[src/rtl/uart_cmd_pkg.sv]
// rtl/uart_cmd_pkg.sv - shared state type and constants for the UART command sequencer
package uart_cmd_pkg;

    typedef enum logic [2:0] {
        ST_IDLE     = 3'd0,
        ST_ARG      = 3'd1,
        ST_DISPATCH = 3'd2,
        ST_WAIT     = 3'd3,
        ST_ECHO     = 3'd4,
        ST_SEND     = 3'd5,
        ST_NAK      = 3'd6
    } uart_cmd_state_t;

    localparam int         ARG_BYTES        = 4;
    localparam logic [7:0] NAK_BYTE_DEFAULT = 8'hEE;

endpackage

[src/rtl/uart_word_ser.sv]
// rtl/uart_word_ser.sv - 32-bit word to 4-byte little-endian stream serializer
module uart_word_ser
    import uart_cmd_pkg::*;
(
    input  logic        clk,
    input  logic        Rst,
    input  logic        load_i,
    input  logic [31:0] word_i,
    input  logic        tready_i,
    output logic [7:0]  tdata_o,
    output logic        tvalid_o,
    output logic        tlast_o
);

    logic [31:0] word_q;
    logic [1:0]  idx_q;
    logic        active_q;

    // A load restarts the word even on the cycle the previous word finishes,
    // so consecutive words stream without a bubble.
    always_ff @(posedge clk or posedge Rst) begin
        if (Rst) begin
            word_q   <= 32'd0;
            idx_q    <= 2'd0;
            active_q <= 1'b0;
        end else if (load_i) begin
            word_q   <= word_i;
            idx_q    <= 2'd0;
            active_q <= 1'b1;
        end else if (active_q && tready_i) begin
            idx_q <= idx_q + 2'd1;
            if (idx_q == 2'(ARG_BYTES - 1)) begin
                active_q <= 1'b0;
            end
        end
    end

    // Data is forced to zero while idle so the shared tx bus reads 0 outside a transfer.
    always_comb begin
        tvalid_o = active_q;
        tlast_o  = active_q && (idx_q == 2'(ARG_BYTES - 1));
        tdata_o  = active_q ? word_q[{idx_q, 3'b000} +: 8] : 8'h00;
    end

endmodule

[src/rtl/uart_cmd_seq.sv]
// rtl/uart_cmd_seq.sv - UART command sequencer; echo of the argument enabled by UART_CMD_ECHO_EN
module uart_cmd_seq
    import uart_cmd_pkg::*;
#(
    parameter int         NUM_OPS        = 2,
    parameter int         TIMEOUT_CYCLES = 50000,
    parameter logic [7:0] NAK_BYTE       = NAK_BYTE_DEFAULT
) (
    input  logic        clk,
    input  logic        Rst,
    input  logic [7:0]  rx_data,
    input  logic        rx_valid,
    output logic [7:0]  tx_data,
    output logic        tx_valid,
    input  logic        tx_ready,
    output logic [7:0]  cmd_op,
    output logic [31:0] cmd_arg,
    output logic        cmd_start,
    input  logic        cmd_done,
    input  logic [31:0] cmd_result,
    output logic        busy,
    output logic        err,
    output logic        overrun
);

    localparam int         TW       = $clog2(TIMEOUT_CYCLES + 1);
    localparam logic [TW-1:0] TMO_LAST = TW'(TIMEOUT_CYCLES - 1);
    localparam logic [8:0] NUM_OPS_W = 9'(NUM_OPS);

    uart_cmd_state_t state_q, state_d;
    logic [7:0]      op_q, op_d;
    logic [31:0]     arg_q, arg_d;
    logic [1:0]      idx_q, idx_d;
    logic [TW-1:0]   tmo_q, tmo_d;
    logic [31:0]     result_q, result_d;
    logic            err_q, err_d;
    logic            ovr_q, ovr_d;
`ifdef UART_CMD_ECHO_EN
    logic            done_seen_q, done_seen_d;
`endif

    logic        ser_load;
    logic [31:0] ser_word;
    logic [7:0]  ser_tdata;
    logic        ser_tvalid;
    logic        ser_tlast;
    logic        ser_last_xfer;

    uart_word_ser u_ser (
        .clk      (clk),
        .Rst      (Rst),
        .load_i   (ser_load),
        .word_i   (ser_word),
        .tready_i (tx_ready),
        .tdata_o  (ser_tdata),
        .tvalid_o (ser_tvalid),
        .tlast_o  (ser_tlast)
    );

    assign ser_last_xfer = ser_tvalid && tx_ready && ser_tlast;

    // Next-state logic: the result word is handed to the serializer on the very
    // edge that samples cmd_done, so the first result byte appears one cycle later.
    always_comb begin
        state_d  = state_q;
        op_d     = op_q;
        arg_d    = arg_q;
        idx_d    = idx_q;
        tmo_d    = tmo_q;
        result_d = result_q;
        err_d    = 1'b0;
        ovr_d    = ovr_q;
        ser_load = 1'b0;
        ser_word = result_q;
`ifdef UART_CMD_ECHO_EN
        done_seen_d = done_seen_q;
`endif

        if (rx_valid && (state_q inside {ST_DISPATCH, ST_WAIT, ST_ECHO, ST_SEND, ST_NAK})) begin
            ovr_d = 1'b1;
        end

        case (state_q)
            ST_IDLE: begin
                if (rx_valid) begin
                    if ({1'b0, rx_data} < NUM_OPS_W) begin
                        op_d    = rx_data;
                        idx_d   = 2'd0;
                        tmo_d   = '0;
                        state_d = ST_ARG;
                    end else begin
                        err_d   = 1'b1;
                        state_d = ST_NAK;
                    end
                end
            end
            ST_ARG: begin
                if (rx_valid) begin
                    arg_d[{idx_q, 3'b000} +: 8] = rx_data;
                    idx_d = idx_q + 2'd1;
                    tmo_d = '0;
                    if (idx_q == 2'(ARG_BYTES - 1)) begin
                        state_d = ST_DISPATCH;
                    end
                end else if (tmo_q == TMO_LAST) begin
                    err_d   = 1'b1;
                    arg_d   = 32'd0;
                    state_d = ST_IDLE;
                end else begin
                    tmo_d = tmo_q + TW'(1);
                end
            end
            ST_DISPATCH: begin
`ifdef UART_CMD_ECHO_EN
                ser_load    = 1'b1;
                ser_word    = arg_q;
                done_seen_d = 1'b0;
                state_d     = ST_ECHO;
`else
                state_d = ST_WAIT;
`endif
            end
            ST_WAIT: begin
                if (cmd_done) begin
                    result_d = cmd_result;
                    ser_load = 1'b1;
                    ser_word = cmd_result;
                    state_d  = ST_SEND;
                end
            end
`ifdef UART_CMD_ECHO_EN
            ST_ECHO: begin
                if (cmd_done) begin
                    result_d    = cmd_result;
                    done_seen_d = 1'b1;
                end
                if (ser_last_xfer) begin
                    done_seen_d = 1'b0;
                    if (done_seen_q || cmd_done) begin
                        ser_load = 1'b1;
                        ser_word = cmd_done ? cmd_result : result_q;
                        state_d  = ST_SEND;
                    end else begin
                        state_d = ST_WAIT;
                    end
                end
            end
`endif
            ST_SEND: begin
                if (ser_last_xfer) begin
                    state_d = ST_IDLE;
                end
            end
            ST_NAK: begin
                if (tx_ready) begin
                    state_d = ST_IDLE;
                end
            end
            default: state_d = ST_IDLE;
        endcase
    end

    // State and datapath registers; reset aborts any command in flight.
    always_ff @(posedge clk or posedge Rst) begin
        if (Rst) begin
            state_q  <= ST_IDLE;
            op_q     <= 8'd0;
            arg_q    <= 32'd0;
            idx_q    <= 2'd0;
            tmo_q    <= '0;
            result_q <= 32'd0;
            err_q    <= 1'b0;
            ovr_q    <= 1'b0;
        end else begin
            state_q  <= state_d;
            op_q     <= op_d;
            arg_q    <= arg_d;
            idx_q    <= idx_d;
            tmo_q    <= tmo_d;
            result_q <= result_d;
            err_q    <= err_d;
            ovr_q    <= ovr_d;
        end
    end

`ifdef UART_CMD_ECHO_EN
    // Remembers a result that arrived while the argument was still being echoed.
    always_ff @(posedge clk or posedge Rst) begin
        if (Rst) begin
            done_seen_q <= 1'b0;
        end else begin
            done_seen_q <= done_seen_d;
        end
    end
`endif

    // Outputs: NAK owns the tx bus directly, otherwise the serializer drives it.
    always_comb begin
        tx_valid  = (state_q == ST_NAK) || ser_tvalid;
        tx_data   = (state_q == ST_NAK) ? NAK_BYTE : ser_tdata;
        cmd_start = (state_q == ST_DISPATCH);
        busy      = (state_q != ST_IDLE);
        cmd_op    = op_q;
        cmd_arg   = arg_q;
        err       = err_q;
        overrun   = ovr_q;
    end

endmodule

[config.mk]
export PLATFORM = sky130hd
export DESIGN_NAME = uart_cmd_seq
export DESIGN_NICKNAME = d
export VERILOG_FILES = /design/src/rtl/uart_cmd_pkg.sv /design/src/rtl/uart_word_ser.sv /design/src/rtl/uart_cmd_seq.sv
export SDC_FILE = /design/constraint.sdc
export NUM_CORES = 1
export LEC_CHECK = 0
export ABC_AREA = 1
export ABC_CLOCK_PERIOD_IN_PS = 4700
export CORE_MARGIN = 5
export CORE_UTILIZATION = 40
export DETAILED_ROUTE_END_ITERATION = 10
export SYNTH_ARGS = -nofsm -noshare
export SYNTH_HDL_FRONTEND = slang
export SYNTH_HIERARCHICAL = 1
export SYNTH_SLANG_ARGS = --single-unit
export TNS_END_PERCENT = 100
[constraint.sdc]
create_clock -name clk -period 4.7 [get_ports clk]
set_input_delay 1.175 -clock clk [delete_from_list [all_inputs] [get_ports clk]]
set_output_delay 1.175 -clock clk [all_outputs]
set_load 0.005 [all_outputs]
==> metrics.txt <==
status=complete, no violations; synth warn=6; Die Ht=137 um; antenna fix cells=0; max cap viols=0; syn_nets=868; GRT Util Overall=0.176; first-pass GRT wire length=26.2 mm; first-pass iteration count of the detailed router=5; vias per cell=4.80; worst-margin pin slew=0.854 ns; root buffer cell=clkbuf_16; total core area=0.0159 mm2; FF+latch count, synth=130; most frequent cells in the layout=nand2_1 (305), dfrtp_1 (130), clkdlybuf4s50_1 (97); CTS H-tree lvls=4; routability cong.=0.833; sequential share of the synthesized area=0.501; drt wl/cell=14.0 um; post-CTS setup buffer count=0; critical path class=reg -> out; Avg Inst Size Synth=7.94 um2; Startpoint Class=flop; clock sinks=130; worst hold path type=reg -> reg; Vias=5421; boundary pin count=98; CTS Hold Bufs=0; CTS clk-pin slew, worst paths=0.05 ns; vias in the first global route=5225; Worst Path Max Fanout=18; TNS Setup=0 ns; Syn Inst Count=817; Synth area leaders=dfrtp_1 (50%), nand2_1 (18%), inv_1 (4.6%), nand4_1 (4.1%), nand3_1 (3.9%); Area Growth Syn to Fin=24.7%; # rows=46; initial antenna violation count=0; post-route ant nets=0; post-CTS sizing=0; DRT iter0 DRCs=407; final worst-path cycle share=0.753; Final Setup Violations=0; Fmax achieved=283 MHz; Reg area=0.00325 mm2; post-route clock skew=0.0125 ns; crit path DAT=2.36 ns; Final min period=3.54 ns; commonest non-fill, non-tap cell in the layout=nand2_1; fill cell count=1561; WP data required=3.52 ns; cell taking the most area after synthesis=dfrtp_1; endpoint type of the worst setup path=output pin; total die area=0.0189 mm2; final hold violation count=0; Die Width=137 um; Final nets=954; Final Max Tran Viols=0; Power Total=4.27 mW; Starting Density=0.409; largest net degree at the start of global routing=67; Skew-Pair Late Insertion Delay=0.42 ns; layout cell share with drive strength beyond 1=0.0810; CTS tree=yes; GR Overflow Total=0; Rel. slew slack=0.430; synth unique cells=39; Max clock buf depth=2; VDD IR max=0.000291 V; Post-Syn Area=0.00649 mm2; Static Leak=3.92 nW; Multi-input gate area=0.00265 mm2; CTS Buf Count=17; HPWL after detailed placement=11.0 mm; power density cells=527 mW/mm2; PortBufs=97; Yosys top cell area share=0.501; final WL=15.8 mm; DRC=0; RSZ-0062 raised after global routing=no; Core Util, Final=0.510
[final timing paths]
| check | from | end | cells after the start | slack, ns |
|---|---|---|---|---|
| min in group asynchronous | Rst | u_ser/word_q[3] | 3 | 1.23 |
| hold / removal | cmd_arg[31] | cmd_arg[31] | 2 | 0.47 |
| setup reg to reg | state_q[0] | u_ser/word_q[1] | 10 | 2.43 |
| setup / recovery | u_ser/idx_q[0] | tx_data[7] | 6 | 1.16 |
| max in group asynchronous | Rst | err | 3 | 2.68 |
| hold reg to reg | cmd_arg[31] | cmd_arg[31] | 2 | 0.47 |
[logic make-up after synthesis]
| logic type | after synthesis | synth area share |
|---|---|---|
| AOI/OAI and AO/OA | 68 | 0.0559 |
| xor gates and xnor gates | 1 | 0.00135 |
| adders and majority gates | 6 | 0.0116 |
| buffers and inverters | 122 | 0.0908 |
| DFF | 130 | 0.501 |
| and+or+nand+nor | 490 | 0.339 |
[metal layers]
layer	wire length (um)	up-vias	global-route usage	part of all wire
met3	681	23	0.0409	0.043
met2	7400	96	0.275	0.47
met1	7370	2520	0.239	0.47
met4	319	0	0.0682	0.020
li1	-	2782	-	-
met5	0	-	0	0
[sequential cells by signal, indices dropped and copies added, names as in the netlist]
name,flops
cmd_arg,32
cmd_op,8
err,1
idx_q,2
overrun,1
result_q,32
state_q,3
tmo_q,16
u_ser/idx_q,2
u_ser/tvalid_o,1
u_ser/word_q,32
[cell usage after synthesis]
| cell type | n |
|---|---|
| nand3_1 | 51 |
| clkbuf_1 | 6 |
| nand3_4 | 4 |
| o211ai_1 | 2 |
| nand2_8 | 1 |
| clkinv_1 | 2 |
| inv_4 | 1 |
| xor2_1 | 1 |
| inv_6 | 1 |
| nand4_1 | 43 |
| nand2_2 | 7 |
| or2_2 | 11 |
| dfrtp_1 | 130 |
| buf_1 | 1 |
| o21bai_1 | 1 |
| buf_2 | 8 |
| nor2_2 | 4 |
| o21ai_1 | 8 |
| nor3_2 | 2 |
| nor3_1 | 20 |
| nor2_4 | 1 |
| buf_4 | 9 |
| a21oi_1 | 9 |
| a21boi_0 | 1 |
| clkbuf_2 | 1 |
| o21ai_0 | 43 |
| inv_1 | 80 |
| nor2_1 | 37 |
| nand2_1 | 305 |
| ha_1 | 6 |
| a31o_2 | 1 |
| o21ai_2 | 2 |
| and2_1 | 1 |
| buf_8 | 3 |
| nand3_2 | 2 |
| nand3b_1 | 1 |
| inv_2 | 4 |
| buf_6 | 6 |
| o22ai_1 | 1 |
[power by group]
group	total (mW)	switching, mW	internal [mW]
Combinational	1.35	0.802	0.545
Sequential	1.64	0.180	1.46
Clock	1.27	0.488	0.785
[cell type report]
class                           instances  share of cell area
Inverter                               88              0.0419
Clock buffer                           20              0.0552
Tap cell                              216              0.0334
Sequential cell                       130               0.402
Multi-Input combinational cell        565               0.327
Clock inverter                         10              0.0139
Timing Repair Buffer                  101               0.127
[through the flow]
step	cells	hold WS, ns	area [um2]	setup WS, ns
floorplan	817	0.445	6490	1.05
global placement	1100	0.457	7540	1.37
detailed placement	1100	0.456	7540	1.33
CTS	1130	0.471	8100	1.15
global route	1130	0.484	8100	0.989
finish	1130	0.467	8100	1.16
[worst max-delay path, cell delays in order, from the launching register on]
cell,delay [ns]
dfrtp_1,0.77
inv_6,0.17
nand2_1,0.10
nand3_1,0.10
a21oi_1,0.17
or2_2,0.13
clkdlybuf4s50_1,0.50
(Power assumes the default switching activity.)
